## config.mk

```make
export PLATFORM = sky130hd
export DESIGN_NAME = color_clock_render
export DESIGN_NICKNAME = d
export VERILOG_FILES = /design/src/rtl/color_clock_render_pkg.sv /design/src/rtl/color_clock_render_time_of_day_counter.sv /design/src/rtl/color_clock_render.sv
export SDC_FILE = /design/constraint.sdc
export NUM_CORES = 1
export LEC_CHECK = 0
export CORE_ASPECT_RATIO = 0.5
export CORE_MARGIN = 2
export CORE_UTILIZATION = 45
export DETAILED_ROUTE_END_ITERATION = 12
export PLACE_DENSITY = 0.71
export REMOVE_ABC_BUFFERS = 1
export SLEW_MARGIN = 20
export SYNTH_ARGS = -nofsm -noshare
export SYNTH_HDL_FRONTEND = slang
export SYNTH_HIERARCHICAL = 1
export SYNTH_SLANG_ARGS = --single-unit
```

## constraint.sdc

```tcl
create_clock -name clk -period 4.2 [get_ports clk]
set_input_delay 0.42 -clock clk [delete_from_list [all_inputs] [get_ports clk]]
set_output_delay 0.42 -clock clk [all_outputs]
set_load 0.05 [all_outputs]
```

## src/rtl/color_clock_render_pkg.sv

```systemverilog
// Shared constants, colour codes and band encoding for the time-of-day bar renderer.
package color_clock_render_pkg;

  localparam int unsigned H_ACTIVE = 640;
  localparam int unsigned V_ACTIVE = 480;
  localparam int unsigned SEC_MAX  = 59;
  localparam int unsigned MIN_MAX  = 59;
  localparam int unsigned HR_MAX   = 23;
  localparam int unsigned HR_SCALE = 26;
  localparam int unsigned MS_SCALE = 10;

  typedef logic [11:0] rgb_t;

  localparam rgb_t COL_HR  = 12'hF00;
  localparam rgb_t COL_MIN = 12'h0F0;
  localparam rgb_t COL_SEC = 12'h00F;
  localparam rgb_t COL_BG  = 12'h111;

  typedef enum logic [1:0] {
    BAND_HR,
    BAND_MIN,
    BAND_SEC
  } band_e;

  // Bar length in pixels; the product is deliberately truncated to 10 bits.
  function automatic logic [9:0] bar_scale(input logic [5:0] v, input int unsigned k);
    return {4'b0, v} * 10'(k);
  endfunction

endpackage

```

## src/rtl/color_clock_render_time_of_day_counter.sv

```systemverilog
// Seconds prescaler and hh:mm:ss counter with a minute-advance input.
module time_of_day_counter
  import color_clock_render_pkg::*;
#(
  parameter int unsigned CLK_HZ = 25000000
) (
  input  logic       clk,
  input  logic       rst_n,
  input  logic       adv_min,
  output logic [4:0] hr_o,
  output logic [5:0] min_o,
  output logic [5:0] sec_o
);

  localparam logic [24:0] PRE_TC = 25'(CLK_HZ - 1);
  localparam logic [5:0]  SEC_TC = 6'(SEC_MAX);
  localparam logic [5:0]  MIN_TC = 6'(MIN_MAX);
  localparam logic [4:0]  HR_TC  = 5'(HR_MAX);

  logic [24:0] pre_q, pre_d;
  logic [5:0]  sec_q, sec_d;
  logic [5:0]  min_q, min_d;
  logic [4:0]  hr_q, hr_d;
  logic        sec_tick;
  logic        min_carry;

  always_comb begin
    pre_d     = pre_q;
    sec_d     = sec_q;
    min_d     = min_q;
    hr_d      = hr_q;
    sec_tick  = (pre_q == PRE_TC);
    min_carry = 1'b0;

    // adv_min wins over a coincident tick: the tick is dropped, minutes move by one.
    if (adv_min) begin
      pre_d     = '0;
      sec_d     = '0;
      min_carry = 1'b1;
    end else if (sec_tick) begin
      pre_d = '0;
      if (sec_q == SEC_TC) begin
        sec_d     = '0;
        min_carry = 1'b1;
      end else begin
        sec_d = sec_q + 1'b1;
      end
    end else begin
      pre_d = pre_q + 1'b1;
    end

    if (min_carry) begin
      if (min_q == MIN_TC) begin
        min_d = '0;
        hr_d  = (hr_q == HR_TC) ? '0 : hr_q + 1'b1;
      end else begin
        min_d = min_q + 1'b1;
      end
    end
  end

  always_ff @(posedge clk or negedge rst_n) begin
    if (!rst_n) begin
      pre_q <= '0;
      sec_q <= '0;
      min_q <= '0;
      hr_q  <= '0;
    end else begin
      pre_q <= pre_d;
      sec_q <= sec_d;
      min_q <= min_d;
      hr_q  <= hr_d;
    end
  end

  assign hr_o  = hr_q;
  assign min_o = min_q;
  assign sec_o = sec_q;

endmodule

```

## src/rtl/color_clock_render.sv

```systemverilog
// Renders hours/minutes/seconds as three horizontal bar bands behind a VGA sync generator.
module color_clock_render
  import color_clock_render_pkg::*;
#(
  parameter int unsigned CLK_HZ          = 25000000,
  parameter bit          SYNC_ACTIVE_LOW = 1'b1,
  parameter int unsigned BAND_H          = 160
) (
  input  logic       clk,
  input  logic       rst_n,
  input  logic       h_sync_in,
  input  logic       v_sync_in,
  input  logic       onscreen_in,
  input  logic       adv_min,
  output logic [3:0] red,
  output logic [3:0] green,
  output logic [3:0] blue,
  output logic       h_sync_out,
  output logic       v_sync_out
);

  localparam logic [9:0] X_MAX   = 10'(H_ACTIVE - 1);
  localparam logic [8:0] Y_MAX   = 9'(V_ACTIVE - 1);
  localparam logic [8:0] BAND1_Y = 9'(BAND_H);
  localparam logic [8:0] BAND2_Y = 9'(2 * BAND_H);
  localparam logic       SYNC_IDLE = SYNC_ACTIVE_LOW;

  logic [4:0] hr;
  logic [5:0] min_live, sec_live;

  time_of_day_counter #(.CLK_HZ(CLK_HZ)) u_tod (
    .clk     (clk),
    .rst_n   (rst_n),
    .adv_min (adv_min),
    .hr_o    (hr),
    .min_o   (min_live),
    .sec_o   (sec_live)
  );

  logic [9:0] x_q, x_d;
  logic [8:0] y_q, y_d;
  logic       on_q, on_d;
  logic       vs_act_q, vs_act_d;
  logic [4:0] hr_s_q, hr_s_d;
  logic [5:0] min_s_q, min_s_d;
  logic [5:0] sec_s_q, sec_s_d;
  rgb_t       rgb_q, rgb_d;
  logic       hs_q, hs_d;
  logic       vs_q, vs_d;

  logic       vs_act;
  logic       vs_edge;
  band_e      band;
  logic [9:0] bar_len;
  rgb_t       bar_col;

  assign vs_act = v_sync_in ^ SYNC_ACTIVE_LOW;

  always_comb begin
    x_d = '0;
    if (onscreen_in) x_d = (x_q == X_MAX) ? x_q : x_q + 1'b1;

    y_d = y_q;
    if (vs_act) y_d = '0;
    else if (on_q && !onscreen_in && (y_q != Y_MAX)) y_d = y_q + 1'b1;

    on_d     = onscreen_in;
    vs_act_d = vs_act;
    vs_edge  = vs_act && !vs_act_q;

    // Shadow copy taken once per frame so a frame never mixes two time values.
    hr_s_d  = vs_edge ? hr       : hr_s_q;
    min_s_d = vs_edge ? min_live : min_s_q;
    sec_s_d = vs_edge ? sec_live : sec_s_q;

    if (y_q < BAND1_Y)      band = BAND_HR;
    else if (y_q < BAND2_Y) band = BAND_MIN;
    else                    band = BAND_SEC;

    case (band)
      BAND_HR: begin
        bar_len = bar_scale({1'b0, hr_s_q}, HR_SCALE);
        bar_col = COL_HR;
      end
      BAND_MIN: begin
        bar_len = bar_scale(min_s_q, MS_SCALE);
        bar_col = COL_MIN;
      end
      default: begin
        bar_len = bar_scale(sec_s_q, MS_SCALE);
        bar_col = COL_SEC;
      end
    endcase

    if (!onscreen_in)       rgb_d = '0;
    else if (x_q < bar_len) rgb_d = bar_col;
    else                    rgb_d = COL_BG;

    hs_d = h_sync_in;
    vs_d = v_sync_in;
  end

  always_ff @(posedge clk or negedge rst_n) begin
    if (!rst_n) begin
      x_q      <= '0;
      y_q      <= '0;
      on_q     <= 1'b0;
      vs_act_q <= 1'b0;
      hr_s_q   <= '0;
      min_s_q  <= '0;
      sec_s_q  <= '0;
      rgb_q    <= '0;
      hs_q     <= SYNC_IDLE;
      vs_q     <= SYNC_IDLE;
    end else begin
      x_q      <= x_d;
      y_q      <= y_d;
      on_q     <= on_d;
      vs_act_q <= vs_act_d;
      hr_s_q   <= hr_s_d;
      min_s_q  <= min_s_d;
      sec_s_q  <= sec_s_d;
      rgb_q    <= rgb_d;
      hs_q     <= hs_d;
      vs_q     <= vs_d;
    end
  end

  assign red        = rgb_q[11:8];
  assign green      = rgb_q[7:4];
  assign blue       = rgb_q[3:0];
  assign h_sync_out = hs_q;
  assign v_sync_out = vs_q;

endmodule
```

== Yosys cells after proc, flatten, opt, wreduce, memory -nomap -nowiden ==
Cells that the tools add are included.

* Add/subtract/negate cells: 6
* Multipliers: 3
* Multiplexer cells: 20
* $lt $le $gt $ge: 3
* Bitwise logic cells: 1
* Equality and inequality tests: 9
* Reductions and logical operators: 8

{| class="wikitable"
|+ Operators by type and width
! kind !! number
|-
| $mux 25 || 2
|-
| $add 25x1->25 const B || 1
|-
| $eq 25x25->1 const B || 1
|-
| $mux 12 || 2
|-
| $mux 6 || 4
|-
| $pmux 12 s2 || 1
|-
| $mux 10 || 2
|-
| $pmux 10 s2 || 1
|-
| $mul 6x3->9 const B || 2
|-
| $mux 9 || 2
|-
| $add 6x1->6 const B || 2
|-
| $eq 6x6->1 const B || 2
|-
| $add 10x1->10 const B || 1
|-
| $eq 10x10->1 const B || 1
|-
| $lt 10x10->1 || 1
|-
| $add 9x1->9 const B || 1
|-
| $lt 9x8->1 const B || 1
|-
| $lt 9x9->1 const B || 1
|-
| $mul 5x4->9 const B || 1
|-
| $ne 9x9->1 const B || 1
|-
| $add 5x1->5 const B || 1
|-
| $eq 5x5->1 const B || 1
|-
| $mux 5 || 1
|-
| $mux 2 || 2
|-
| 10 further kinds || 15
|}

* Word-level logic and storage cells: 64
* Output and inout port bits: 14
* Bits in registers: 94

== Logic depth before layout (Yosys ltp) ==
* Depth after elaboration: 8
* Depth in mapped cells: 15
* Gate-level depth less buffers: 15

== Hierarchy ==
Netlist, hierarchy kept.

{| class="wikitable"
|+ By module, submodules not included
! module !! seq. area each (µm²) !! cells each !! instances !! area each (µm²)
|-
| color_clock_render || 1153.6 || 297 || 1 || 3030.4
|-
| time_of_day_counter || 1051.0 || 216 || 1 || 2145.8
|}

== Worst setup path before layout ==
Ideal clock, no wire load.

* Kind: reg2reg
* Start point: register hr_s_q[1]
* End point: register rgb_q[3]
* Data arrival time: 3325 ps
* Stages on the path, launching flop included: 15
* Buffers on the path: 0
* Required time: 4133 ps
* Path slack: 808 ps
* Setup time: 67 ps
* Cell sequence: dfrtp_1 ha_1 fa_1 inv_1 fa_1 nand2b_1 a21oi_1 xnor2_1 nor2_1 a221oi_1 ha_1 nand4_1 nor2_1 a211oi_2 and3_1

* Cells in the longest elaborated chain, start to end: 5

{| class="wikitable"
|+ RTL lines
! item !! line !! RTL
|-
| start: declaration || color_clock_render.sv:44 || <nowiki>logic [4:0] hr_s_q, hr_s_d;</nowiki>
|-
| start signal: assignment || color_clock_render.sv:120 || <nowiki>hr_s_q <= hr_s_d;</nowiki>
|-
| $mul 5x4->9 || color_clock_render_pkg.sv:27 || <nowiki>return {4'b0, v} * 10'(k);</nowiki>
|-
| $pmux 10 s2 || color_clock_render.sv:80 || <nowiki>case (band)</nowiki>
|-
| $lt 10x10->1 || color_clock_render.sv:96 || <nowiki>else if (x_q < bar_len) rgb_d = bar_col;</nowiki>
|-
| $mux 12 || color_clock_render.sv:96 ||
|-
| $mux 12 || color_clock_render.sv:95 || <nowiki>if (!onscreen_in) rgb_d = '0;</nowiki>
|-
| end signal: assignment || color_clock_render.sv:123 || <nowiki>rgb_q <= rgb_d;</nowiki>
|-
| end: declaration || color_clock_render.sv:47 || <nowiki>rgb_t rgb_q, rgb_d;</nowiki>
|}

Every way passes these cells.
A chain may end at the register's enable or synchronous reset.

== Worst setup path in the final report ==
* Start point: register hr_s_q[1]
* End point: register rgb_q[0]

* Cells in the longest elaborated chain, start to end: 5

{| class="wikitable"
|+ RTL lines
! item !! line
|-
| $mul 5x4->9 || color_clock_render_pkg.sv:27
|-
| $pmux 10 s2 || color_clock_render.sv:80
|-
| $lt 10x10->1 || color_clock_render.sv:96
|-
| $mux 12 || color_clock_render.sv:96
|-
| $mux 12 || color_clock_render.sv:95
|-
| net rgb_d[0] || color_clock_render.sv:47
|}

The timed path passes the listed nets, and every way through them passes these cells.

==> run metrics <==
status complete, no violations; first-pass GRT wire length 17.2 mm; CP Launch Type register; post-CTS setup buffer count 0; Placed Instances 661; DP HPWL 6.98 mm; MaxCap Viol Count 0; PwrDens 428 mW/mm^2; EDFF count, synth 0; CTS clk-pin slew, worst paths 0.06 ns; post_cts resized 0; Routed WL per cell 14.4 um; clock latency at the later pin of the worst-skew pair 0.34 ns; Rel. slew slack 32.8%; clock share of power 31.6%; All-Layer GR Usage 17.4%; Max VDD drop 0.215 mV; I/O Pins 20; RR Endpoint rgb_q[0]; Final nets 581; Max clock buf depth 2; Leak 2.66 nW; layout cells sized above 1 10.5%; top cells by area, synth dfrtp_1 (42%), ha_1 (11%), xor2_1 (4.7%), mux2_2 (4.4%), nor2_1 (4.4%); post-DR vias/cell 5.45; worst reg2reg setup slack 0.49 ns; Post-Place Cell Area 0.00546 mm^2; drt drc 0; Area Growth Syn to Fin 11.3%; final wirelength 9.76 mm; ys flop type dfrtp_1; unrepaired setup endpoints after global routing no; FILL cells 966; f_max 270 MHz; Root Buffer clkbuf_16; RePlAce Congestion 0.858; final setup vio count 0; CP endpoint kind register; diode count 0; antenna violations before repair 0; Yosys warning count 6; total power 2.47 mW; Cells after Synth 513; Starting Density 46.6%; switch share 31.4%; Final Hold Fails 0; Final Skew 0.00641 ns; Sw Pwr 0.773 mW; CP startpoint hr_s_q[1]; Tightest Pin Transition 1.00 ns; Synth area leader dfrtp_1; post-route clock period utilization 88.2%; reg-to-reg startpoint hr_s_q[1]; Synth Cell Area 0.00518 mm^2; total CTS buffers 9; Sequential Power Share 41.3%; antenna viol nets, final 0; H-tree depth 3; Crit Path Category register to register; Core Rows 27; Die Span Y 79.8 um; CTS tree built; input/output buffers 19; Worst R2R Path Depth 13; TNS Setup 0 ns; Core Region 0.0111 mm^2; Netlist cell types 62; FFs w/ async S/R, synth 100%; CP required 4.38 ns; vias in the first global route 3623; post-synthesis sequential area ratio 42.6%; crit-path max FO 6; Vias 3693; die width 156 um; largest net degree at the start of global routing 51; Internal Dissipation 1.69 mW; die area 0.0124 mm^2; CTS sink cnt 88; clock period minus worst slack 3.71 ns; total grt overflow 0; share of the synthesized area in the top cell type 41.6%; Fin Hold WS 0.0963 ns; router iterations before antenna repair 4; hold crit path type input pin to asynchronous set/reset pin; hold-fix buffers at CTS 0; Finished Cell Area 0.00576 mm^2; Comb pwr share 27.0%; Slew Viols, Final 0; final std cells w/o fill 677; WP data arrival 3.89 ns; synthesis-stage register bit count 88; Starting DRT DRC Count 224; Synth Area per Inst 10.1 um^2
per-stage QoR:
step	utilization, %	setup slack [ns]
after floorplan	-	0.813
after global placement	49.1	0.656
after detailed placement	49.1	0.517
after CTS	51.8	0.485
after global routing	51.8	0.258
final	51.8	0.495
flip-flops by register name, indices dropped and copies added (netlist names), 5 cells and up:
register / flops
hr_s_q: 5
min_s_q: 6
rgb_q: 6
sec_s_q: 6
u_tod/hr_o: 5
u_tod/min_o: 6
u_tod/pre_q: 25
u_tod/sec_o: 6
x_q: 10
y_q: 9
synth_stat cells, types with 5 or more instances:
| cell type | number |
|---|---|
| o21ai_0 | 15 |
| and3_1 | 10 |
| mux2_2 | 20 |
| nor2b_1 | 9 |
| nand2_1 | 35 |
| xnor2_1 | 15 |
| nand4_1 | 14 |
| and2_1 | 6 |
| buf_4 | 6 |
| xor2_1 | 28 |
| clkbuf_1 | 6 |
| o31ai_1 | 7 |
| ha_1 | 44 |
| buf_2 | 5 |
| a21oi_1 | 26 |
| dfrtp_1 | 86 |
| mux2i_1 | 5 |
| nor2_1 | 60 |
| inv_1 | 20 |
| nand3_1 | 21 |
| a21o_1 | 6 |
metal layers:
metal	share of wire (%)	vias to the layer above	track usage (%)
met1	50	1792	22.9
met5	0	-	0
met4	1.4	0	4.86
met3	3.4	12	4.72
li1	-	1841	-
met2	45	48	28.7
power groups by stage:
| stage | sequential, mW | clock [mW] | combinational [mW] |
|---|---|---|---|
| detailed placement | 1.03 | 0 | 0.662 |
| global route | 1.03 | 0.844 | 0.780 |
| CTS | 1.02 | 0.802 | 0.673 |
| finish | 1.02 | 0.780 | 0.666 |
| floorplan | 1.02 | 0 | 0.478 |
| global placement | 1.03 | 0 | 0.645 |
cell type report:
cell class / count / area, um^2 / share of cell area (%)
inverters: 21 / 78.8 / 1.37
clock inverters: 2 / 12.5 / 0.217
clock buffers: 14 / 284 / 4.93
repair buffers: 21 / 203 / 3.52
multi-input cells: 386 / 2800 / 48.5
flip-flops and latches: 88 / 2200 / 38.3
well taps: 145 / 181 / 3.15
cells by family (layout without fill, tap and decap cells):
logic type,Yosys count,in the layout,synth area share (%)
adder cells (fa/ha/maj),48,48,12.2
flip-flops,88,88,42.6
multiplexers,25,25,5.32
AO/OA/AOI/OAI,78,78,9.62
buffers and inverters,39,58,3.53
AND/OR/NAND/NOR,192,192,19.5
XOR/XNOR,43,43,7.28
placed cells by master, fill, tap and decap left out, types with 3 or more instances in the layout:
cell	instances
xnor2_1	15
o21ai_0	15
nor3_1	4
o31ai_1	7
xor2_1	28
a21oi_1	26
mux2i_1	5
and3_1	10
o211ai_1	4
inv_1	20
nand2_1	35
a31oi_1	3
clkdlybuf4s50_1	18
mux2_2	20
nor2_1	60
nand4_1	14
fa_1	4
ha_1	44
a21o_1	6
dfrtp_1	86
nand3_1	21
clkbuf_8	4
and4_1	3
clkbuf_16	9
nand2b_1	4
and2_1	6
nor2b_1	9
buf_4	3
worst max path at each step:
stage          cells after the start         to
2_1_floorplan                     14  rgb_q[10]
3_3_place_gp                      13   rgb_q[0]
3_5_place_dp                      13   rgb_q[0]
4_1_cts                           13   rgb_q[0]
5_1_grt                           14   rgb_q[0]
6_report                          13   rgb_q[0]
critical path, cell delays in order, from the launching register on:
cell and delay (ns):
dfrtp_1 0.41, ha_1 0.33, fa_1 0.49, ha_1 0.31, a21o_1 0.19, a221o_1 0.32
mux2i_1 0.15, nand2_1 0.07, a41o_1 0.26, ha_1 0.30, a21oi_1 0.12, o21ai_0 0.12
a211oi_2 0.33, a21oi_1 0.14
Note: power is estimated with default switching activity, not from simulation.
